[src/rtl/drv_mon_pkg.sv]
// Shared types and constants for the drv_mon bus-terminal adapter.
package drv_mon_pkg;

  localparam int ID_W = 8;
  localparam logic [ID_W-1:0] BROADCAST_ID = 8'hFF;
  localparam int PKT_W = 32;

  typedef struct packed {
    logic [ID_W-1:0]       dest;
    logic [PKT_W-ID_W-1:0] payload;
  } pkt_t;

  function automatic logic [ID_W-1:0] get_dest(input pkt_t p);
    return p.dest;
  endfunction

endpackage

[src/rtl/drv_mon_fifo.sv]
// Synchronous FIFO for the driver path; head word is combinational, zero when empty.
module drv_mon_fifo #(
  parameter int width = 32,
  parameter int depth = 16
) (
  input  logic                     clk_i,
  input  logic                     rst_ni,
  input  logic                     wr,
  input  logic [width-1:0]         wr_data,
  input  logic                     rd,
  output logic [width-1:0]         rd_data,
  output logic                     full,
  output logic                     empty,
  output logic [$clog2(depth):0]   count
);
  import drv_mon_pkg::*;

  localparam int AW = $clog2(depth);
  localparam int CW = AW + 1;

  logic [width-1:0] mem [depth];
  logic [AW-1:0]    wr_ptr, rd_ptr;
  logic [CW-1:0]    cnt;
  logic             wr_en, rd_en;

  assign full  = (cnt == CW'(depth));
  assign empty = (cnt == '0);
  assign count = cnt;

  // A read on a full FIFO frees the slot the same-cycle write lands in.
  assign rd_en = rd && !empty;
  assign wr_en = wr && (!full || rd_en);

  always_ff @(posedge clk_i or negedge rst_ni) begin
    if (!rst_ni) begin
      wr_ptr <= '0;
      rd_ptr <= '0;
      cnt    <= '0;
    end else begin
      if (wr_en) wr_ptr <= wr_ptr + 1'b1;
      if (rd_en) rd_ptr <= rd_ptr + 1'b1;
      cnt <= cnt + CW'(wr_en) - CW'(rd_en);
    end
  end

  // Storage needs no reset: the empty flag masks stale entries.
  always_ff @(posedge clk_i) begin
    if (wr_en) mem[wr_ptr] <= wr_data;
  end

  assign rd_data = empty ? '0 : mem[rd_ptr];

endmodule

[src/rtl/drv_mon.sv]
// Bus-terminal driver/monitor adapter: agent FIFO toward the bus, capture register toward the checker.
// Optional destination checking on captured words is enabled by DRV_MON_ADDR_CHECK_EN.
module drv_mon
  import drv_mon_pkg::*;
#(
  parameter int              width     = 32,
  parameter int              depth     = 16,
  parameter logic [ID_W-1:0] id        = 8'd0,
  parameter logic [ID_W-1:0] broadcast = BROADCAST_ID
) (
  input  logic                   clk_i,
  input  logic                   rst_ni,
  input  logic                   agt_valid_i,
  input  logic [width-1:0]       agt_data_i,
  output logic                   agt_ready_o,
  output logic                   pndng_o,
  output logic [width-1:0]       d_pop_o,
  input  logic                   pop_i,
  input  logic                   push_i,
  input  logic [width-1:0]       d_push_i,
  output logic                   mon_valid_o,
  output logic [width-1:0]       mon_data_o,
  output logic [ID_W-1:0]        mon_dest_o,
`ifdef DRV_MON_ADDR_CHECK_EN
  output logic                   mon_err_o,
`endif
  output logic [$clog2(depth):0] count_o
);

  logic full, empty, wr;

  assign agt_ready_o = !full || pop_i;
  assign wr          = agt_valid_i && agt_ready_o;
  assign pndng_o     = !empty;

  drv_mon_fifo #(.width(width), .depth(depth)) u_fifo (
    .clk_i   (clk_i),
    .rst_ni  (rst_ni),
    .wr      (wr),
    .wr_data (agt_data_i),
    .rd      (pop_i),
    .rd_data (d_pop_o),
    .full    (full),
    .empty   (empty),
    .count   (count_o)
  );

  logic             mon_vld_q;
  logic [width-1:0] mon_data_q;

  always_ff @(posedge clk_i or negedge rst_ni) begin
    if (!rst_ni) begin
      mon_vld_q  <= 1'b0;
      mon_data_q <= '0;
    end else begin
      mon_vld_q <= push_i;
      if (push_i) mon_data_q <= d_push_i;
    end
  end

  assign mon_valid_o = mon_vld_q;
  assign mon_data_o  = mon_data_q;

  generate
    if (width == PKT_W) begin : g_dest_pkt
      assign mon_dest_o = get_dest(pkt_t'(mon_data_q));
    end else begin : g_dest_slice
      assign mon_dest_o = mon_data_q[width-1 -: ID_W];
    end
  endgenerate

`ifdef DRV_MON_ADDR_CHECK_EN
  logic [ID_W-1:0] push_dest;
  logic            mon_err_q;

  assign push_dest = d_push_i[width-1 -: ID_W];

  // Flag is computed on the incoming word so it lines up with the valid beat.
  always_ff @(posedge clk_i or negedge rst_ni) begin
    if (!rst_ni) mon_err_q <= 1'b0;
    else         mon_err_q <= push_i && (push_dest != id) && (push_dest != broadcast);
  end

  assign mon_err_o = mon_err_q;
`endif

endmodule

[config.mk]
export PLATFORM = sky130hd
export DESIGN_NAME = drv_mon
export DESIGN_NICKNAME = d
export VERILOG_FILES = /design/src/rtl/drv_mon_pkg.sv /design/src/rtl/drv_mon_fifo.sv /design/src/rtl/drv_mon.sv
export SDC_FILE = /design/constraint.sdc
export NUM_CORES = 1
export LEC_CHECK = 0
export CAP_MARGIN = 20
export CORE_MARGIN = 3
export CORE_UTILIZATION = 40
export DETAILED_ROUTE_END_ITERATION = 7
export PLACE_DENSITY = 0.59
export SYNTH_ARGS = -nofsm -noshare
export SYNTH_HDL_FRONTEND = slang
export SYNTH_SLANG_ARGS = --single-unit
[constraint.sdc]
create_clock -name clk_i -period 6.1 [get_ports clk_i]
set_input_delay 0.61 -clock clk_i [delete_from_list [all_inputs] [get_ports clk_i]]
set_output_delay 0.61 -clock clk_i [all_outputs]
set_load 0.01 [all_outputs]
* Yosys cells after proc, flatten, opt, wreduce, memory -nomap -nowiden
Memory sizes are Yosys's and may differ from the RTL's.
Cells that the tools add are included.
** Storage, ports and cells
- Memories :: 1
- Bits of input ports :: 69
- Register bits after elaboration :: 46
- Output and inout port bits :: 80
- Bits in writable memories :: 512
** Cells by class
- Reductions and logical operators :: 8
- Add/subtract/negate cells :: 4
- Multiplexer cells :: 3
- Eq/ne operators :: 1
** Memories
- u_fifo.mem :: depth 16, bits a word 32, read ports 1, clocked after memory_dff 0, wr ports 1, RTL line drv_mon_fifo.sv:21 : logic [width-1:0] mem [depth];
** Operators with widths (number)
- $mux 32 :: 1
- $add 4x1->4 const B :: 2
- $add 5x1->5 :: 1
- $eq 5x5->1 const B :: 1
- $logic_not 5->1 :: 1
- $sub 5x1->5 :: 1
- $logic_and 1x1->1 :: 3
- $logic_not 1->1 :: 2
- $logic_or 1x1->1 :: 2
- $mux 1 :: 2

* Depth between registers and ports, before layout
- Depth after elaboration :: 7
- Mapped depth :: 13
- Depth with buffers taken out :: 12

* Cells and area by module
From an unflattened synthesis, not the netlist that was laid out.
** Unflattened totals
- Cells, all modules :: 984
- Area, all modules :: 21784.6 um2
** By module, submodules not included
- drv_mon_fifo :: cells each 904, times used 1, area an instance 20338.3 um2
- drv_mon :: cells each 80, times used 1, area an instance 1446.4 um2

* Least setup slack after synthesis
No wires, ideal clock.
- Path kind :: register to register
- From :: register u_fifo.cnt[2] (netlist: u_fifo.count[2])
- To :: memory u_fifo.mem[0][0] (enable)
- Slack :: 2.219 ns
- Cell stages (with the launch flop) :: 7
- Required time :: 5.639 ns
- Arrival time :: 3.420 ns
- Path buffers :: 1
- Cell sequence :: dfrtp_1 -> inv_1 -> ha_1 -> or3b_1 -> clkbuf_1 -> o211ai_1 -> nor3_1
** Between the ends
- Cells in the longest elaborated chain, start to end :: 7
** Ends and longest elaborated chain
- start: declaration :: RTL line drv_mon_fifo.sv:23 : logic [CW-1:0] cnt;
- start signal: assignment :: RTL line drv_mon_fifo.sv:42 : cnt <= cnt + CW'(wr_en) - CW'(rd_en);
- $eq 5x5->1 or $logic_not 5->1 (tied branches) :: RTL line drv_mon_fifo.sv:26, drv_mon_fifo.sv:27
- $logic_not 1->1, on equally long branches :: RTL line drv_mon_fifo.sv:32, drv_mon.sv:32, drv_mon_fifo.sv:31
- $logic_or 1x1->1 or $logic_and 1x1->1 (tied branches) :: RTL line drv_mon.sv:32, drv_mon_fifo.sv:31
- $logic_and 1x1->1 or $logic_or 1x1->1 (tied branches) :: RTL line drv_mon.sv:33, drv_mon_fifo.sv:32
- $logic_and 1x1->1 (*) :: RTL line drv_mon_fifo.sv:32 : assign wr_en = wr && (!full || rd_en);
- $mux 1 (*) :: RTL line drv_mon_fifo.sv:48 : if (wr_en) mem[wr_ptr] <= wr_data;
- $mux 1 (implied by the code) (*) :: RTL line drv_mon_fifo.sv:48
- end: declaration :: RTL line drv_mon_fifo.sv:21
Every way passes the cells marked *; elsewhere a longest branch is shown, timed or not.

* Final worst setup path
- From :: register u_fifo.cnt[3] (netlist: u_fifo.count[3])
- To :: output d_pop_o[13]
** Between the ends
- Cells in the longest elaborated chain, start to end :: 2
** Ends and longest elaborated chain
- $logic_not 5->1 :: RTL line drv_mon_fifo.sv:27 : assign empty = (cnt == '0);
- $mux 32 :: RTL line drv_mon_fifo.sv:51 : assign rd_data = empty ? '0 : mem[rd_ptr];
- end: declaration :: RTL line drv_mon.sv:17 : output logic [width-1:0] d_pop_o,
Every way passes these cells.

==> results.ini <==
[outcome]
status=complete, no violations

[timing]
setup_viol=0
fin_crit_sh=0.734
min_period_ps=4470
worst_pin_slew_ps=1120
maxSlewHeadroom=0.255
skew_ps=18.6
rsz0062_at_grt=false
fmax_mhz=223
hold_viol=0
fin_ws_ps=1630
setup_tns_ps=0
drv_slew=0

[finish]
nets=1234
syn2layout_area_growth_pct=18.6
drive_above_1_share=0.237
final-instance-count-excl-fill=1885
final_cell_mix=512 x edfxtp_1, 147 x clkdlybuf4s50_1, 124 x mux4_2
final_common_cell=edfxtp_1

[global_routing]
grt_pass1_vias=10900
grtUsageTotal=0.166
grt_pass1_wl_mm=70.1
grt_max_degree=68
antenna_found_initial=2
grt_overflow=0

[routing]
ant_nets=0
drtPass1Iterations=5
wl_mm=46.1
vias=10100
drt_iter0_drc=737
wire_per_inst_um=24.5
remaining_drc_errors=0
via_per_inst=5.36

[job]
cap_violations=0

[worst_setup_path]
cp_max_fo=38
crit_chain=inv_1 > ha_1 > or4b_4 > nand2b_2 > o221ai_1 > clkdlybuf4s50_1
crit_family=simple AND/OR/NAND/NOR gates
start_kind=register
r2r_slack_ps=2910
cp-startpoint=u_fifo.count[3]
slowest_stage=nand2b_2
cp.required_ps=5490
cp-end-kind=primary output
r2r_end=u_fifo.count[4]
worstSetupPathType=reg2out
r2r_cells=12
rr_startpoint=u_fifo.count[3]
crit_path_max_incr_delay_ps=920
worstPathArrival_ps=3860
cp_num_buf_inv=2
crit_cells=6
cp-endpoint=d_pop_o[13]

[synthesis]
synth_nets=1064
synthSimpleGateAreaFrac=0.0150
yosysSeqAreaShare=0.765
synth_xor_xnor_area_share=0.00405
synth_warnings=0
syn_area_per_cell_sq_um=22.0
synthDistinctLibCells=37
synth_top_family_by_area=multiplexers
syn_inst=983
synthAdderAreaFrac=0.00729
synth-compound-area-share=0.0163
syn_area_sq_um=21600
synth_seq_cells=558
synthMuxAreaShare=0.167

[clock_tree]
cts_setup_buffers=0
root_buffer=clkbuf_16
cts_tree=done
ctsLongestPathBuffers=3
htree_num_levels=2
post_cts_resized=0
clk_pin_slew_ps=60
numCtsBuffers=56
hold_buffers=0
cts_sinks=558
clk_latency_ps=590

[worst_hold_path]
hold_path_class=in2async

[floorplanning]
std_cell_rows=84
die_area_sq_um=56900
fp.dieW_um=238
start_util=0.408
io_pins=149
die_h_um=238
core_sq_um=53000

[placed_design]
port-buffer-count=148
hpwl_mm=25.6
gp_congestion=0.701
pre_cts_ws_ps=2110
placed_cells=1783

[power_and_ir_drop]
power.density_nw_per_um2=453
ir_worst_vdd_uv=266
power.leakage_nw=8.42

layer usage:
metal,GRT usage,vias up,part of all wire
met2,0.288,237,0.52
met5,0,-,0.00028
met3,0.0264,72,0.043
met1,0.219,5395,0.42
li1,-,4403,-
met4,0.0465,2,0.022
power breakdown:
| group | internal (mW) | leakage [nW] | switching, mW |
|---|---|---|---|
| sequential | 4.61 | 5.16 | 0.365 |
| combinational | 1.74 | 2.41 | 1.65 |
| clock | 1.87 | 0.847 | 1.38 |
cell usage after synthesis (all sizes together):
cell    count  area [sq um]
inv        42           158
mux2i      32           320
edfxtp    512         15400
nor2       12          45.0
nand2       2          7.51
o221ai     32           280
clkbuf     15          67.6
or2         1          6.26
nor3        4          20.0
a21oi       2          10.0
fa          1          20.0
mux4      128          2900
mux2       34           383
xnor2       7          61.3
nor2b       1          6.26
or3b        1          8.76
ha         11           138
xor2        3          26.3
buf        47           340
nand3      35           180
dfrtp      46          1150
o211ai      5          42.5
and3        2          12.5
o21ai       1          5.00
o21bai      1          7.51
or4b        1          13.8
nand2b      4          25.0
a21o        1          7.51
worst reg2reg max path: cells and delay by family, from the launching register on:
family | cells | cell delay, ps
and+or+nand+nor | 2 | 1030
DFF | 1 | 400
buffers and inverters | 3 | 200
AOI/OAI and AO/OA | 2 | 250
adders and majority gates | 4 | 1060
xor gates and xnor gates | 1 | 130
sequential cells by signal, summed over array words and instances, names as in the netlist:
signal,count
u_fifo.mem,512
u_fifo.count,5
u_fifo.rd_ptr,4
mon_valid_o,1
mon_data_o,32
u_fifo.wr_ptr,4
logic make-up (layout without fill, tap and decap cells):
kind of cell / after synthesis / in the layout
flops: 558 / 558
buf+inv: 104 / 317
compound gates: 42 / 42
mux: 194 / 194
fa+ha+maj: 12 / 12
other cells: 0 / 1
xor+xnor: 10 / 10
simple gates: 63 / 63
final cells by class:
class	instances	area, sq um
fillers	4363	27300
flip-flops and latches	558	16500
multi-input cells	321	4640
repair buffers	174	1710
clock buffers	67	1460
well taps	688	861
clock inverters	34	256
inverters	42	158
diodes	1	2.50
how the worst min path moves through the flow:
stage,startpoint,end,slack (ps),depth (start not counted)
floorplan,rst_ni,mon_data_o[0],310,0
global placement,mon_data_o[17],mon_data_o[17],490,1
detailed placement,mon_data_o[6],mon_data_o[6],490,1
CTS,rst_ni,u_fifo.count[1],110,2
global route,rst_ni,u_fifo.count[4],160,2
finish,rst_ni,mon_data_o[28],110,2
stage by stage:
| stage | instance area, sq um | power (mW) | utilization | hold slack [ps] |
|---|---|---|---|---|
| global placement | 23900 | 8.48 | 0.451 | 491 |
| CTS | 25600 | 11.8 | 0.484 | 111 |
| floorplan | 21600 | 7.14 | - | 314 |
| detailed placement | 23900 | 8.53 | 0.451 | 494 |
| global route | 25600 | 12.2 | 0.484 | 155 |
| finish | 25600 | 11.6 | 0.484 | 113 |
Power figures use the tool's default switching activity.
